### config.mk
export PLATFORM = sky130hd
export DESIGN_NAME = nn_layer_sequencer
export DESIGN_NICKNAME = d
export VERILOG_FILES = /design/src/rtl/nn_seq_pkg.sv /design/src/rtl/nn_seq_watchdog.sv /design/src/rtl/nn_layer_sequencer.sv
export SDC_FILE = /design/constraint.sdc
export NUM_CORES = 1
export LEC_CHECK = 0
export ABC_CLOCK_PERIOD_IN_PS = 2500
export CAP_MARGIN = 10
export CELL_PAD_IN_SITES_DETAIL_PLACEMENT = 0
export CELL_PAD_IN_SITES_GLOBAL_PLACEMENT = 2
export CORE_UTILIZATION = 28
export DETAILED_ROUTE_END_ITERATION = 10
export GPL_TIMING_DRIVEN = 0
export PLACE_DENSITY = 0.89
export SLEW_MARGIN = 40
export SYNTH_ARGS = -nofsm -noshare
export SYNTH_HDL_FRONTEND = slang
export SYNTH_SLANG_ARGS = --single-unit
export TNS_END_PERCENT = 20
### constraint.sdc
create_clock -name i_clk -period 2.5 [get_ports i_clk]
set_clock_uncertainty 0.15 [all_clocks]
set_input_delay 0.5 -clock i_clk [delete_from_list [all_inputs] [get_ports i_clk]]
set_output_delay 0.5 -clock i_clk [all_outputs]
set_load 0.03 [all_outputs]
### src/rtl/nn_seq_pkg.sv
// Shared types for the NN layer sequencer: FSM state encoding and error codes.
package nn_seq_pkg;

  typedef enum logic [3:0] {
    IDLE, INIT_REQ, INIT_WAIT, LOAD_REQ, LOAD_WAIT,
    PROC_REQ, PROC_WAIT, WRITE_REQ, WRITE_WAIT, DONE, ERROR
  } seq_state_t;

  typedef logic [1:0] err_code_t;
  localparam err_code_t ERR_NONE   = 2'd0;
  localparam err_code_t ERR_LAYERS = 2'd1;
  localparam err_code_t ERR_WDOG   = 2'd2;

  function automatic logic is_busy_state(input seq_state_t s);
    return !(s inside {IDLE, DONE, ERROR});
  endfunction

  function automatic logic is_wait_state(input seq_state_t s);
    return s inside {INIT_WAIT, LOAD_WAIT, PROC_WAIT, WRITE_WAIT};
  endfunction

endpackage

### src/rtl/nn_seq_watchdog.sv
// Per-wait cycle counter; o_expired flags the WDOG_CYCLES-th consecutive enabled cycle.
module nn_seq_watchdog #(
  parameter int WDOG_CYCLES = 4096
) (
  input  logic i_clk,
  input  logic i_reset,
  input  logic i_clear,
  input  logic i_enable,
  output logic o_expired
);
  localparam int W = (WDOG_CYCLES > 2) ? $clog2(WDOG_CYCLES) : 1;

  logic [W-1:0] r_cnt;

  // The entry cycle counts as the first cycle, so the limit compare is one less.
  assign o_expired = i_enable && (r_cnt == W'(WDOG_CYCLES - 1));

  always_ff @(posedge i_clk) begin
    if (i_reset || i_clear) r_cnt <= '0;
    else if (i_enable && !o_expired) r_cnt <= r_cnt + 1'b1;
  end
endmodule

### src/rtl/nn_layer_sequencer.sv
// Primary layer-walking FSM of the NN accelerator.
// Optional watchdog on every *_WAIT state when NN_SEQ_WATCHDOG_EN is defined.
module nn_layer_sequencer
  import nn_seq_pkg::*;
#(
  parameter int WDOG_CYCLES = 4096,
  parameter int CNT_W       = 32
) (
  input  logic             i_clk,
  input  logic             i_reset,
  input  logic             i_start,
  input  logic             i_registers_initialized,
  input  logic             i_data_loaded,
  input  logic             i_data_processed,
  input  logic             i_output_written,
  input  logic [7:0]       i_totalLayerNumber,
  output logic             o_begin_initialize_registers,
  output logic             o_begin_load_data,
  output logic             o_begin_process_data,
  output logic             o_begin_write_output,
  output logic [7:0]       o_stage,
  output logic             o_busy,
  output logic             o_done,
  output logic             o_err,
  output logic [1:0]       o_err_code,
  output logic [CNT_W-1:0] o_run_cycles
);
  seq_state_t r_state, w_next;
  err_code_t  w_err, r_err_code;
  logic [7:0] r_stage, r_layer_total;
  logic [CNT_W-1:0] r_run;
  logic r_b_init, r_b_load, r_b_proc, r_b_write, r_busy, r_done, r_err;
  logic w_accept, w_wdog_expired;

  if (WDOG_CYCLES < 2) begin : g_bad_wdog
    $error("WDOG_CYCLES must be at least 2");
  end

`ifdef NN_SEQ_WATCHDOG_EN
  logic w_wdog_clear;
  assign w_wdog_clear = is_wait_state(w_next) && (w_next != r_state);
  nn_seq_watchdog #(.WDOG_CYCLES(WDOG_CYCLES)) u_wdog (
    .i_clk    (i_clk),
    .i_reset  (i_reset),
    .i_clear  (w_wdog_clear),
    .i_enable (is_wait_state(r_state)),
    .o_expired(w_wdog_expired)
  );
`else
  assign w_wdog_expired = 1'b0;
`endif

  assign w_accept = i_start && !is_busy_state(r_state);

  always_comb begin
    w_next = r_state;
    w_err  = ERR_NONE;
    case (r_state)
      IDLE, DONE, ERROR: if (i_start) w_next = INIT_REQ;
      INIT_REQ:   w_next = INIT_WAIT;
      INIT_WAIT:
        if (i_registers_initialized) begin
          if (i_totalLayerNumber < 8'd2) begin
            w_next = ERROR;
            w_err  = ERR_LAYERS;
          end else w_next = LOAD_REQ;
        end
      LOAD_REQ:   w_next = LOAD_WAIT;
      LOAD_WAIT:  if (i_data_loaded) w_next = PROC_REQ;
      PROC_REQ:   w_next = PROC_WAIT;
      PROC_WAIT:
        if (i_data_processed)
          w_next = (r_stage < r_layer_total - 8'd1) ? LOAD_REQ : WRITE_REQ;
      WRITE_REQ:  w_next = WRITE_WAIT;
      WRITE_WAIT: if (i_output_written) w_next = DONE;
      default:    w_next = IDLE;
    endcase
    // A completion pulse arriving in the expiry cycle still wins.
    if (w_wdog_expired && w_next == r_state) begin
      w_next = ERROR;
      w_err  = ERR_WDOG;
    end
  end

  always_ff @(posedge i_clk) begin
    if (i_reset) begin
      r_state       <= IDLE;
      r_b_init      <= 1'b0;
      r_b_load      <= 1'b0;
      r_b_proc      <= 1'b0;
      r_b_write     <= 1'b0;
      r_busy        <= 1'b0;
      r_done        <= 1'b0;
      r_err         <= 1'b0;
      r_err_code    <= ERR_NONE;
      r_stage       <= 8'd0;
      r_layer_total <= 8'd0;
      r_run         <= '0;
    end else begin
      r_state   <= w_next;
      r_b_init  <= (w_next == INIT_REQ);
      r_b_load  <= (w_next == LOAD_REQ);
      r_b_proc  <= (w_next == PROC_REQ);
      r_b_write <= (w_next == WRITE_REQ);
      r_busy    <= is_busy_state(w_next);
      r_done    <= (w_next == DONE);
      r_err     <= (w_next == ERROR);
      if (w_accept) begin
        r_stage    <= 8'd0;
        r_err_code <= ERR_NONE;
        r_run      <= '0;
      end else begin
        if (w_next == ERROR && r_state != ERROR) r_err_code <= w_err;
        if (w_next == LOAD_REQ)
          r_stage <= (r_state == INIT_WAIT) ? 8'd1 : r_stage + 8'd1;
        if (r_busy && r_run != '1) r_run <= r_run + 1'b1;
      end
      if (r_state == INIT_WAIT && i_registers_initialized)
        r_layer_total <= i_totalLayerNumber;
    end
  end

  assign o_begin_initialize_registers = r_b_init;
  assign o_begin_load_data            = r_b_load;
  assign o_begin_process_data         = r_b_proc;
  assign o_begin_write_output         = r_b_write;
  assign o_stage                      = r_stage;
  assign o_busy                       = r_busy;
  assign o_done                       = r_done;
  assign o_err                        = r_err;
  assign o_err_code                   = r_err_code;
  assign o_run_cycles                 = r_run;
endmodule
# After elaboration in Yosys (flattened, before gate mapping)
# Index checks and enable logic that the tools add are counted.
# totals
reg_bits,61
latchBits,0
mem_bits_rw,0
romBits,0
input_bits,15
out_inout_bits,49
mem_count,0
# op_classes
addsub,3
mul,0
div_mod_pow,0
magnitude_cmp,2
n_eq_ne,18
shifts,0
mux,12
bitwise_logic,0
reduce_logical,11
# op_table
operator,n
4-bit one-hot mux with 9 select lines,1
"32-bit by 1-bit adder with 32-bit output, second input constant",1
"32-bit inequality test, second input constant",1
"4-bit by 3-bit == test with 1-bit output, second input constant",6
4-bit 2-to-1 mux,6
"4-bit == test, second input constant",5
"4-bit by 2-bit == test with 1-bit output, second input constant",3
"8-bit by 1-bit adder with 8-bit output, second input constant",1
"4-bit by 1-bit == test with 1-bit output, second input constant",2
4-bit zero test,2
"8-bit by 2-bit < comparator with 1-bit output, second input constant",1
8-bit < comparator,1
8-bit 2-to-1 mux,1
"8-bit by 1-bit subtractor with 8-bit output, second input constant",1
3-bit nonzero test,2
1-bit logical AND,4
"4-bit inequality test, second input constant",1
1-bit 2-to-1 mux,3
3-bit 2-to-1 mux,1
3-bit OR reduction,1
2-bit OR reduction,1
1-bit zero test,1

# Longest topological paths before layout
# Gate-level depths: netlist of run 1.
# logic_depth
depth_word,8
ltp_mapped,11

# Least setup slack after synthesis of run 1
# Ideal clock, no wire load.
# synth_path
path_type,reg2reg
startpoint,"reg r_run[22], in the netlist o_run_cycles[22]"
endpoint,"reg r_run[1], in the netlist o_run_cycles[1]"
setup_ps,130
t_arrival_ps,2178
t_required_ps,2220
path_slack_ps,42
stages_incl_launch_ff,8
path_buffers,2
cell_sequence,dfxtp_1 > nand4_2 > or4_1 > buf_6 > o31ai_4 > buf_6 > mux2i_1 > nor2_1
# synth_between
elab_chain_len,2
# synth_rtl
element,line_no,rtl
"start, declared",nn_layer_sequencer.sv:31,logic [CNT_W-1:0] r_run;
"start signal, assigned",nn_layer_sequencer.sv:116,if (r_busy && r_run != '1) r_run <= r_run + 1'b1;
32-bit inequality test,nn_layer_sequencer.sv:116,
1-bit logical AND,nn_layer_sequencer.sv:116,
# No other way between the ends.
# A chain may end at the register's enable or synchronous reset.

# Worst setup path after layout of run 1
# layout_path
startpoint,in i_start
endpoint,"reg r_stage[3], in the netlist o_stage[3]"
# layout_between
elab_chain_len,3
elab_cells_between_ends,5
# layout_rtl
element,line_no,rtl
"start, declared",nn_layer_sequencer.sv:11,"input logic i_start,"
4-bit 2-to-1 mux,nn_layer_sequencer.sv:59,"IDLE, DONE, ERROR: if (i_start) w_next = INIT_REQ;"
4-bit one-hot mux with 9 select lines,nn_layer_sequencer.sv:58,case (r_state)
4-bit by 2-bit == test with 1-bit output,nn_layer_sequencer.sv:114,if (w_next == LOAD_REQ)
"end signal, assigned",nn_layer_sequencer.sv:115,r_stage <= (r_state == INIT_WAIT) ? 8'd1 : r_stage + 8'd1;
"end, declared",nn_layer_sequencer.sv:30,"logic [7:0] r_stage, r_layer_total;"
# Parallel ways exist; a longest one is shown, timed or not.

==> reports/results.tsv, run 1 <==
metric	value	unit
result_of_the_run	finished with violations	
failed_checks	setup timing	
cts_root_buffer	clkbuf_16	
path_clk_slew	0.05	ns
routed-via-count	3193	
ctsHoldBuffers	0	
timing.critical_path.arrival	2.69	ns
grt_setup_unrepaired	true	
crit_slowest_cell	clkdlybuf4s50_1	
first_global_vias	2936	
synth_seq_area_share	37.0	%
cell_count_after_synthesis	379	
critPathMaxStageDelay	0.53	ns
mappedNetlistArea	3240	sq um
critPathCaptureType	flop	
netlist_cell_types	57	
initial_antenna_violation_count	0	
grt_usage	15.6	%
count_of_non_filler_cells_in_the_finished_layout	602	
worst_hold_path_type	reg2reg	
crit_path_max_fanout	7	
multi_input_area	2110	sq um
layout.cells.most_common_list	clkdlybuf4s50_1, dfxtp_1, nand2_1	
number_of_antenna_repair_diodes	0	
worst_hold_start	o_err_code[0]	
route.detailed.vias_per_inst	5.30	
wire_per_inst	14.8	um
timing.max_cap.violations	0	
min_to	o_err_code[0]	
clock_sink_count	60	
placed_cells_incl_taps	581	
worst-slew-pin-transition	0.858	ns
worst_ep_required_time	2.61	ns
worstPathCellList	clkdlybuf4s50_1 -> nor2b_1 -> nor3b_2 -> o31ai_2 -> or4_4 -> a21oi_2	
synthesis.area_per_instance	8.56	sq um
leakage	0.00144	uW
async_reset_ff_share	0	%
grt_max_degree	12	
layout-drive-gt1-share	17.1	%
nNetsFinal	482	
post_detailed_routing_wire_length	8890	um
num-fill-cells	1125	
dieWidth	110	um
postRouteAntennaNets	0	
synth-seq-cells	60	
timing.final.crit_period	2.58	ns
drt-initial-drc-count	168	
drt_pre_antenna_iters	4	
ff2ff_path_depth	12	
crit_type	in2reg	
clock_insertion_delay_worst_skew	0.33	ns
core-area	11100	sq um
cp-start-kind	primary input	
grt_first_pass_wirelength	14300	um
cts_inserted_buffers	9	
fmax	388	MHz
gpl.final_weighted_congestion	0.788	
max-clock-path-buffers	2	
worst-r2r-setup-slack	-0.05	ns
area.growth.synth_to_final	41.4	%
timing.hold.worst_path_depth	2	
die_h	110	um
finalHoldViolCount	0	
grt.overflow.total	0	
worstReg2RegStart	r_layer_total[0]	
synth_edf_count	0	
final.period_utilization	103	%
placement.setup.worst_slack	-0.571	ns
cts_htree_levels	3	
holdWs	0.313	ns
row_count	38	
num_io_pins	64	
layout.cells.most_common	clkdlybuf4s50_1	
ys.warnings.count	0	
max-slew-margin-rel	42.6	%
die-area	12000	sq um
place_hpwl	6520	um
postSynthNetCount	404	
count_of_final_max_slew_check_failures	0	
commonest_register_cell_after_synthesis	dfxtp_1	
port_buffers	62	
starting_density_of_the_core	29.3	%
cellPowerDensity	580	nW/um^2
timing.setup.tns	-0.164	ns
timing.final.setup_violations	4	
tritoncts	done	
layout_setup_ws	-0.0776	ns
remaining_drc_errors	0	
reg2reg_to	o_stage[4]	
max-vdd-ir-drop	0.293	mV
seqCellArea	1210	sq um
-- cells by family after synthesis --
group	Yosys count	synth area share, %
and+or+nand+nor	167	28.5
AOI/OAI and AO/OA	97	21.5
DFF	60	37.0
buffers and inverters	26	3.90
xor gates and xnor gates	13	3.51
adders and majority gates	10	3.86
muxes	5	1.54
other	1	0.116
-- through the flow --
stage                     total power [uW]  instance area (sq um)  util, %
final                                 2660                   4590     41.4
after global placement                1360                   4040     36.5
after global routing                  2780                   4590     41.4
after detailed placement              1370                   4040     36.5
after CTS                             2650                   4400     39.7
after floorplan                       1250                   3240        -
-- critical path, delay by kind of cell --
kind	cells	cell delay [ns]
AO/OA/AOI/OAI	2	0.32
buffers and inverters	1	0.53
AND/OR/NAND/NOR	3	1.33
-- cell usage after synthesis (all sizes together), types with 3 or more instances --
master / number / share of area [%]
and4: 4 / 1.1
or4: 14 / 3.2
dfxtp: 60 / 37
or3: 11 / 2.1
clkbuf: 6 / 0.69
and2: 4 / 0.77
ha: 10 / 3.9
xnor2: 9 / 2.4
buf: 9 / 1.9
a211oi: 4 / 1.1
inv: 11 / 1.3
nand3: 29 / 4.5
mux2i: 5 / 1.5
nor3: 8 / 1.2
o311ai: 3 / 1.4
xor2: 4 / 1.1
nand2b: 6 / 1.2
nor4: 12 / 2.3
a21oi: 37 / 6.8
o211ai: 5 / 1.3
nand2: 33 / 3.8
o21a: 3 / 0.69
nor2: 19 / 2.2
nand4: 8 / 1.7
and3: 6 / 1.2
o31ai: 14 / 3.8
o21ai: 17 / 2.6
-- routing by layer --
layer	routed length, um	part of all wire [%]	vias up	global-route usage, %
met5	0	0	-	0
met4	109	1.2	0	6.29
met3	246	2.8	6	3.26
met2	4210	47	43	25.2
met1	4330	49	1544	20.3
li1	-	-	1600	-
-- worst max-delay path by stage --
| stage | endpoint | startpoint | slack, ns |
|---|---|---|---|
| 4_1_cts | o_stage[5] | r_layer_total[0] | -0.14 |
| 3_5_place_dp | o_stage[5] | i_totalLayerNumber[4] | -0.57 |
| 3_3_place_gp | o_stage[1] | i_totalLayerNumber[4] | -0.66 |
| 2_1_floorplan | o_run_cycles[1] | o_run_cycles[22] | 0.04 |
| 6_report | o_stage[3] | i_start | -0.08 |
| 5_1_grt | o_stage[4] | r_layer_total[0] | -0.21 |
-- what timing repair did --
action | in CTS | in global routing
setup endpoints to repair | 16 | 40
buffers inserted | 0 | 5
gates cloned | 0 | 0
pin swaps | 0 | 15
endpoints found under the hold margin | 0 | 0
resized for setup | 9 | 38
-- flip-flops by register name (all words and copies together), names as in the netlist, 4 cells and up --
register,count
o_run_cycles,32
o_stage,8
r_layer_total,8
r_state,4
-- cell type report --
type	count	area share [%]
multi-input cells	293	45.9
flip-flops and latches	60	26.4
repair buffers	67	14.4
clock buffers	10	5.21
well taps	140	3.82
plain buffers	15	1.88
clock inverters	6	1.39
inverters	11	0.900
-- report_power, final --
part / internal, uW / total, uW / switching, uW
sequential: 980 / 1010 / 31.1
combinational: 159 / 392 / 233
clock: 796 / 1260 / 460
total: 1930 / 2660 / 724
(Power assumes the default switching activity.)
==> run 2, diff against run 1 <==
- GPL_TIMING_DRIVEN: 0 -> not set
==> run 2 against run 1 <==
Net effect:
- flip-flop and latch count unchanged
- largest cell class unchanged
- routed wire length increased by 2.6%
- critical endpoint unchanged
- the flow still finishes with violations (setup timing)
- global-route usage rose by 0.30 points
- count of clock-buffer cells in the layout rose by 1
- via count increased by 2.5%
- register-to-register slack improved by 0.05 ns
==> reports/results.tsv, run 2 (synthesis gave the netlist of run 1 again) <==
metric	value	unit
crit_type	reg2reg	
finalHoldViolCount	0	
layout.cells.most_common_list	clkdlybuf4s50_1, dfxtp_1, buf_4	
path_clk_slew	0.05	ns
crit_slowest_cell	or4_4	
initial_antenna_violation_count	0	
timing.critical_path.arrival	2.62	ns
power_frac_clock	46.1	%
route.detailed.vias_per_inst	5.26	
final_design_area_no_fill	4710	sq um
leakage	0.00156	uW
max-slew-margin-rel	62.9	%
placed_area	4220	sq um
timing.final.setup_violations	1	
switching_share	26.6	%
cts_inserted_buffers	9	
ctsHoldBuffers	0	
cts_htree_levels	3	
wire_per_inst	14.7	um
final.period_utilization	100	%
worst_hold_path_type	reg2reg	
grt_max_degree	21	
row_count	38	
gpl.final_weighted_congestion	0.741	
largest_reg_flops	32	
number_of_antenna_repair_diodes	0	
grt_setup_unrepaired	true	
critical-path-top-delay-family	simple AND/OR/NAND/NOR gates	
grt_first_pass_wirelength	14700	um
postRouteAntennaNets	0	
cp-start-kind	flop	
timing.max_cap.violations	0	
fmax	399	MHz
clock_sink_count	60	
critPathMaxStageDelay	0.52	ns
die_h	110	um
result_of_the_run	finished with violations	
grt_usage	15.9	%
port_buffers	62	
critical_path_buf_inv_count	0	
layout_setup_ws	-0.00464	ns
max-vdd-ir-drop	0.310	mV
cellPowerDensity	557	nW/um^2
p_switching	698	uW
tritoncts	done	
dieWidth	110	um
first_global_vias	2976	
drt-initial-drc-count	148	
core-area	11100	sq um
critPathCaptureType	flop	
placement.setup.worst_slack	-0.178	ns
power_frac_seq	38.4	%
worstPathCellList	nor2_4 -> nand3_2 -> nor4_4 -> xnor2_1 -> ha_1 -> nand2_1 -> a41o_4 -> o21ai_4 -> or4_4 -> a21oi_2	
crit_path_max_fanout	5	
p_comb_share	15.5	%
cellInternalPower	1930	uW
failed_checks	setup timing	
layout-drive-gt1-share	19.7	%
post_detailed_routing_wire_length	9130	um
layout.cells.most_common	clkdlybuf4s50_1	
max-clock-path-buffers	2	
area.growth.synth_to_final	45.3	%
place_hpwl	6580	um
num_io_pins	64	
count_of_final_max_slew_check_failures	0	
worst_ep_required_time	2.61	ns
timing.final.crit_period	2.50	ns
nNetsFinal	502	
grt.overflow.total	0	
worst-slew-pin-transition	0.557	ns
starting_density_of_the_core	29.3	%
drt_pre_antenna_iters	4	
cts_root_buffer	clkbuf_16	
routed-via-count	3273	
remaining_drc_errors	0	
clock_insertion_delay_worst_skew	0.33	ns
die-area	12000	sq um
-- run 2: worst paths after layout --
path | startpoint | cells after the start | endpoint | slack (ns)
setup / recovery | r_layer_total[3] | 10 | o_stage[3] | -0.005
hold / removal | o_err_code[0] | 2 | o_err_code[0] | 0.30
setup reg to reg | r_layer_total[3] | 10 | o_stage[3] | -0.005
hold reg to reg | o_err_code[0] | 2 | o_err_code[0] | 0.30
-- run 2: tightest hold or removal path, delay by kind of cell, from the launching register on --
family / cells / cell delay [ns]
flip-flops: 1 / 0.30
buffers and inverters: 1 / 0.05
AO/OA/AOI/OAI: 1 / 0.05
-- run 2: through the flow --
stage | setup TNS, ns | power, uW | util (%) | cells | hold WS (ns)
finish | -0.00464 | 2630 | 42.5 | 622 | 0.298
global route | -0.775 | 2740 | 42.5 | 622 | 0.332
CTS | -0.337 | 2620 | 41.0 | 619 | 0.306
detailed placement | -1.39 | 1390 | 38.1 | 602 | 0.296
global placement | -1.02 | 1390 | 38.1 | 602 | 0.284
floorplan | 0 | 1250 | - | 379 | 0.299
-- run 2: final cells by class --
| class | instances | area, sq um |
|---|---|---|
| tap | 140 | 175 |
| fill | 1111 | 6360 |
| clock buffer | 11 | 233 |
| multi-input combinational | 293 | 2080 |
| sequential | 60 | 1210 |
| inverter | 11 | 41.3 |
| clock inverter | 5 | 52.6 |
| timing repair buffer | 102 | 928 |
-- run 2: power groups by stage --
stage	logic [uW]	clock network [uW]	registers [uW]
2_1_floorplan	209	0	1040
3_3_place_gp	360	0	1030
3_5_place_dp	368	0	1030
4_1_cts	372	1240	1010
5_1_grt	444	1280	1010
6_report	407	1210	1010
-- run 2: repair_timing --
action                     4_1_cts  5_1_grt
gates resized for setup          5       31
pin swaps                        2       11
buffers inserted                 1        3
setup endpoints to repair       11       15
-- run 2: metal layers --
metal	part of all wire (%)	GRT usage, %	vias up
met1	48	21.1	1580
met4	1.2	6.00	0
met2	48	25.0	48
li1	-	-	1637
met3	3.1	3.79	8
met5	0	0	-
